## src/rtl/slow_tick_rx.sv

```systemverilog
// Receiver for the divider's slow square wave: synchronizes and glitch-filters it,
// emits one-cycle tick enables in the clk domain, and tracks tick count, period and loss.
module slow_tick_rx #(
   parameter int SYNC_STAGES = 2,
   parameter int FILTER_LEN  = 4,
   parameter int CNT_W       = 8,
   parameter int PER_W       = 16,
   parameter int TIMEOUT_CYC = 1000
) (
   input  logic             clk,
   input  logic             rst,
   input  logic             slow_in,
   input  logic             en,
   input  logic             clr_to,
   output logic             tick,
   output logic [CNT_W-1:0] tick_count,
   output logic [PER_W-1:0] period,
   output logic             period_valid,
   output logic             timeout
);

   localparam int               FC_W    = (FILTER_LEN > 1) ? $clog2(FILTER_LEN) : 1;
   localparam logic [FC_W-1:0]  FC_MAX  = FC_W'(FILTER_LEN - 1);
   localparam logic [PER_W-1:0] TO_CYC  = PER_W'(TIMEOUT_CYC);
   localparam logic [PER_W-1:0] CYC_MAX = '1;

   typedef enum logic [1:0] {IDLE, WAIT_FIRST, RUN, LOST} state_t;

   state_t             state, state_nx;
   logic [SYNC_STAGES-1:0] sync_q;
   logic               s, f;
   logic [FC_W-1:0]    fcnt;
   logic               rise_d, tick_d;
   logic [PER_W-1:0]   cyc, cyc_nx;
   logic [CNT_W-1:0]   cnt_nx;
   logic [PER_W-1:0]   per_nx;
   logic               pv_nx, to_nx;

   always_ff @(posedge clk) begin
      if (rst) sync_q <= '0;
      else     sync_q <= {sync_q[SYNC_STAGES-2:0], slow_in};
   end

   assign s = sync_q[SYNC_STAGES-1];

   // A level change is accepted only after s disagrees with f for FILTER_LEN samples
   always_ff @(posedge clk) begin
      if (rst) begin
         f    <= 1'b0;
         fcnt <= '0;
      end else if (s == f) begin
         fcnt <= '0;
      end else if (fcnt == FC_MAX) begin
         f    <= s;
         fcnt <= '0;
      end else begin
         fcnt <= fcnt + 1'b1;
      end
   end

   assign rise_d = s & ~f & (fcnt == FC_MAX);
   assign tick_d = rise_d & en & (state != IDLE);

   always_ff @(posedge clk) begin
      if (rst) begin
         state        <= IDLE;
         tick         <= 1'b0;
         cyc          <= '0;
         tick_count   <= '0;
         period       <= '0;
         period_valid <= 1'b0;
         timeout      <= 1'b0;
      end else begin
         state        <= state_nx;
         tick         <= tick_d;
         cyc          <= cyc_nx;
         tick_count   <= cnt_nx;
         period       <= per_nx;
         period_valid <= pv_nx;
         timeout      <= to_nx;
      end
   end

   always_comb begin
      state_nx = state;
      cyc_nx   = cyc;
      cnt_nx   = tick_count;
      per_nx   = period;
      pv_nx    = period_valid;
      to_nx    = timeout & ~clr_to;
      if (!en) begin
         state_nx = IDLE;
         cyc_nx   = '0;
         pv_nx    = 1'b0;
         to_nx    = 1'b0;
      end else begin
         case (state)
            IDLE: begin
               state_nx = WAIT_FIRST;
               cyc_nx   = '0;
            end
            WAIT_FIRST: begin
               if (tick_d) begin
                  state_nx = RUN;
                  cyc_nx   = PER_W'(1);
                  cnt_nx   = tick_count + 1'b1;
               end else if (cyc >= TO_CYC) begin
                  state_nx = LOST;
                  to_nx    = 1'b1;
               end else begin
                  cyc_nx = cyc + 1'b1;
               end
            end
            RUN: begin
               // A tick landing on the timeout cycle still counts as a measurement
               if (tick_d) begin
                  per_nx = cyc;
                  pv_nx  = 1'b1;
                  cyc_nx = PER_W'(1);
                  cnt_nx = tick_count + 1'b1;
               end else if (cyc >= TO_CYC) begin
                  state_nx = LOST;
                  pv_nx    = 1'b0;
                  to_nx    = 1'b1;
               end else if (cyc != CYC_MAX) begin
                  cyc_nx = cyc + 1'b1;
               end
            end
            LOST: begin
               if (tick_d) begin
                  state_nx = RUN;
                  cyc_nx   = PER_W'(1);
                  cnt_nx   = tick_count + 1'b1;
               end
            end
            default: state_nx = IDLE;
         endcase
      end
   end

endmodule

```

## config.mk

```make
export PLATFORM = sky130hd
export DESIGN_NAME = slow_tick_rx
export DESIGN_NICKNAME = d
export VERILOG_FILES = /design/src/rtl/slow_tick_rx.sv
export SDC_FILE = /design/constraint.sdc
export NUM_CORES = 1
export LEC_CHECK = 0
export CAP_MARGIN = 20
export CORE_MARGIN = 3
export CORE_UTILIZATION = 30
export DETAILED_ROUTE_END_ITERATION = 10
export GPL_TIMING_DRIVEN = 0
export MAX_ROUTING_LAYER = met4
export SYNTH_ARGS = -nofsm -noshare
export SYNTH_HDL_FRONTEND = slang
export SYNTH_SLANG_ARGS = --single-unit
```

## constraint.sdc

```tcl
create_clock -name clk -period 2.4 [get_ports clk]
set_clock_uncertainty 0.2 [all_clocks]
set_input_delay 0.24 -clock clk [delete_from_list [all_inputs] [get_ports clk]]
set_output_delay 0.24 -clock clk [all_outputs]
set_load 0.03 [all_outputs]
```

==> results by group, run 1 <==
Yosys
  • Register area share after synthesis: 43.3%
  • Syn Nets: a little under 300
  • Mapped Area: 2310 sq um
  • Yosys reg bits: 50
  • Post-Synthesis Cells: around 280
  • Syn_area_per_cell: around 8.4 sq um
  • Unique masters post-synth: 45
  • Syn. warnings: 0

Worst setup path
  • Arrival time at the worst endpoint: 2.34 ns
  • Reg-to-reg endpoint: cyc[7]
  • Max incr delay on CP: roughly 0.48 ns
  • Crit path cell chain: inv_1 -> ha_1 -> or2_4 -> a2111o_1 -> buf_4 -> o41ai_1
  • Worst EP required: 2.40 ns
  • Critical path type: reg -> reg
  • Slowest library cell on the worst path: a2111o_1
  • Nature of the critical path endpoint: flop
  • Worst reg2reg setup slack: approximately 0.063 ns
  • Worst Reg-to-Reg Cells: 6
  • Worst r2r src: state[0]
  • Worst Path Max Fanout: 5
  • Startpoint types: flop

Cells and area
  • Share of layout cells above drive strength 1: 8.20%
  • Multi-input logic area: 1260 sq um
  • Antenna Cells: 0
  • Final instance area: 2910 sq um
  • Layout net count: 331
  • Layout area overhead: 26.0%
  • Filler cell count: 755
  • FF/Latch Area: ~1000 sq um
  • Final core occ: around two fifths

Worst hold path
  • Hold crit path type: reg -> reg
  • Hold depth: 1
  • Worst Hold End: fcnt[0]
  • Hold Startpoint: fcnt[0]

Placed design
  • Post-DP HPWL: around 3.8 mm
  • Number of port buffers: 31
  • GP Congestion: ~0.86
  • DP Area: about 2700 sq um

Power
  • Reg power frac: 57.7%
  • Cell leakage power: ~1 nW
  • Int Pwr: 0.00112 W
  • Psw: between 0.0003 and 0.0004 W
  • Tot Pwr: 0.00145 W
  • Worst vdd ir: 0.190 mV
  • Net switching fraction of the power: a little under a quarter
  • Clock power share: 38.2%
  • Pwr/cell area: 497 nW/um^2
  • Comb pwr share: ~4%

Global route
  • Largest net degree at the start of global routing: 16
  • First-pass GRT wire length: 9.05 mm
  • Grt total ovfl: 0
  • GR Util All Layers: 13.2%
  • Number of global-route vias before repair: 1948
  • Initial antenna violation count: 0

Clock network
  • CTS tree: done
  • CTS sink count: 50
  • Root Driver: clkbuf_8
  • Clk buf depth: 2
  • Htree depth: 2
  • Worst-Skew Late Latency: 0.31 ns
  • Post-CTS Hold Buffers: 0
  • Clock-pin slew on the worst setup and hold paths: 0.10 ns
  • Num CTS Buffers: 5

STA
  • Period utilization: roughly 97%
  • Period minus WS final: 2.34 ns
  • Worst Max-Slew Pin Slew: 0.530 ns
  • Maximum clock rate: 428 MHz
  • Final count of pins violating max slew: 0
  • Worst rel slew slack: approximately 65%
  • Fin. Hold Viols: 0
  • Final setup viols: 0
  • Total negative slack: 0 ns

Floorplanning
  • CORE AREA: 7370 sq um
  • Die H: 93.7 um
  • I/O pin cnt: 32
  • Row cnt: 31
  • Die ar.: 8790 sq um
  • Starting Density: 31.3%
  • Die W: roughly 94 um

Flow run
  • Max Cap Viol: 0

Detailed routing
  • Initial DRT Pass Iterations: 4
  • Vias: 2099
  • Routed vias/inst: between 5 and 6
  • DRC viols: 0
  • Avg WL per Cell: 13.0 um
  • WL final: 5.42 mm
  • Antenna-violating nets left: 0
  • Initial DRC count: ~120

Run status
  • Status: finished clean
## Yosys cell counts, drive strengths merged
master   instances  area, sq um
nand4            5         31.3
nand2           52          195
xnor2            9         78.8
nor4             4         40.0
a31o             2         17.5
a31oi            2         12.5
nor2b            3         18.8
o41ai            3         26.3
or2              2         12.5
nand4b           2         17.5
nor2            23         86.3
a21o             1         7.51
nor3             1         5.00
and4b            1         10.0
buf              1         3.75
o2111ai          1         8.76
a2111o           1         11.3
and2             3         18.8
or4              1         7.51
a21oi           25          125
clkbuf          11         41.3
a22o             2         17.5
ha              10          125
and4             3         26.3
a21bo            1         10.0
a32oi            1         8.76
o211ai           3         27.5
a211o            1         8.76
nand3           15         75.1
and3             2         12.5
xor2             5         43.8
dfxtp           50         1000
o21ai            6         30.0
a21boi           3         22.5
o21a             2         15.0
inv              9         33.8
nand2b           2         12.5
a211oi           5         37.5
a221oi           1         8.76
nor4b            2         17.5
## per-stage QoR
stage	worst slack, ns	hold WS, ns	instances
floorplan	0.181	0.168	276
global placement	-0.239	0.215	406
detailed placement	-0.287	0.224	406
CTS	0.0276	0.237	416
global route	-0.00771	0.256	416
finish	0.0632	0.234	416
## sequential cells by signal (all words and copies together) (netlist names)
signal        cells
tick              1
period           16
f                 1
fcnt              2
timeout           1
period_valid      1
state             2
sync_q            2
cyc              16
tick_count        8
## power by group through the flow
stage / sequential, W / combinational [W] / clock [W]
global placement: 0.000854 / 0.0000561 / 0
floorplan: 0.000853 / 0.0000360 / 0
detailed placement: 0.000854 / 0.0000563 / 0
finish: 0.000834 / 0.0000600 / 0.000552
global route: 0.000835 / 0.0000670 / 0.000596
CTS: 0.000834 / 0.0000569 / 0.000567
## what timing repair did
item / in CTS / in global routing
pin swaps: 1 / 1
cloned: 0 / 0
setup endpoints to repair: 24 / 26
buffers inserted: 3 / 1
gates resized for setup: 4 / 11
## area by class of cell
type                            count  area share [%]
Buffer                             10            1.42
Clock buffer                        7            3.31
Clock inverter                      1           0.301
Inverter                            9            1.16
Multi-Input combinational cell    205            43.5
Sequential cell                    50            34.4
Tap cell                           99            4.26
Timing Repair Buffer               35            11.7
## layout by cell type (no fill, tap or decap), types with 3 or more instances in the layout
cell / synthesis / final
xnor2_1: 9 / 9
a21oi_1: 25 / 25
clkbuf_1: 11 / 6
nor4_1: 3 / 3
clkdlybuf4s50_1: 0 / 31
nand3_1: 15 / 15
nand4_1: 5 / 5
inv_1: 9 / 9
xor2_1: 5 / 5
dfxtp_1: 50 / 50
nor2b_1: 3 / 3
nand2_1: 52 / 51
o21ai_0: 4 / 4
nor2_1: 23 / 22
o41ai_1: 3 / 3
buf_4: 0 / 4
ha_1: 10 / 10
clkbuf_8: 0 / 7
a211oi_1: 5 / 3
and4_1: 3 / 3
## logic make-up (layout without fill, tap and decap cells)
logic type / count (synthesis) / count (layout) / share of synthesized area, %
AO/OA/AOI/OAI: 60 / 60 / 17.1
adder cells (fa/ha/maj): 10 / 10 / 5.42
flip-flops: 50 / 50 / 43.3
buffers and inverters: 21 / 62 / 3.41
XOR/XNOR: 14 / 14 / 5.31
AND/OR/NAND/NOR: 121 / 121 / 25.4
## worst max-delay path, delay by kind of cell, from the launching register on
| family | cells | cell delay, ns |
|---|---|---|
| AOI/OAI and AO/OA | 2 | 0.79 |
| adders and majority gates | 1 | 0.27 |
| buffers and inverters | 2 | 0.29 |
| DFF | 1 | 0.38 |
| and+or+nand+nor | 1 | 0.29 |
## how the worst max path moves through the flow
stage,startpoint,to,slack [ns],cells past startpoint
after CTS,state[1],cyc[10],0.03,7
after floorplan,state[1],tick_count[7],0.18,7
after detailed placement,state[1],tick_count[7],-0.29,7
after global placement,en,period[15],-0.24,8
final,state[0],cyc[7],0.06,6
after global routing,state[0],cyc[7],-0.008,6
## metal layers
metal  wire, um  GRT usage, %
met5          0             -
met4        100          4.69
met3        241          2.88
met2       2370          20.4
met1       2710          17.0
Note: power is estimated with default switching activity, not from simulation.
==> run 2: changes to the inputs <==
- HOLD_SLACK_MARGIN: unset -> 0.15
==> results of run 2 <==
Final layout, timing and power as in run 1 (identical DEF).
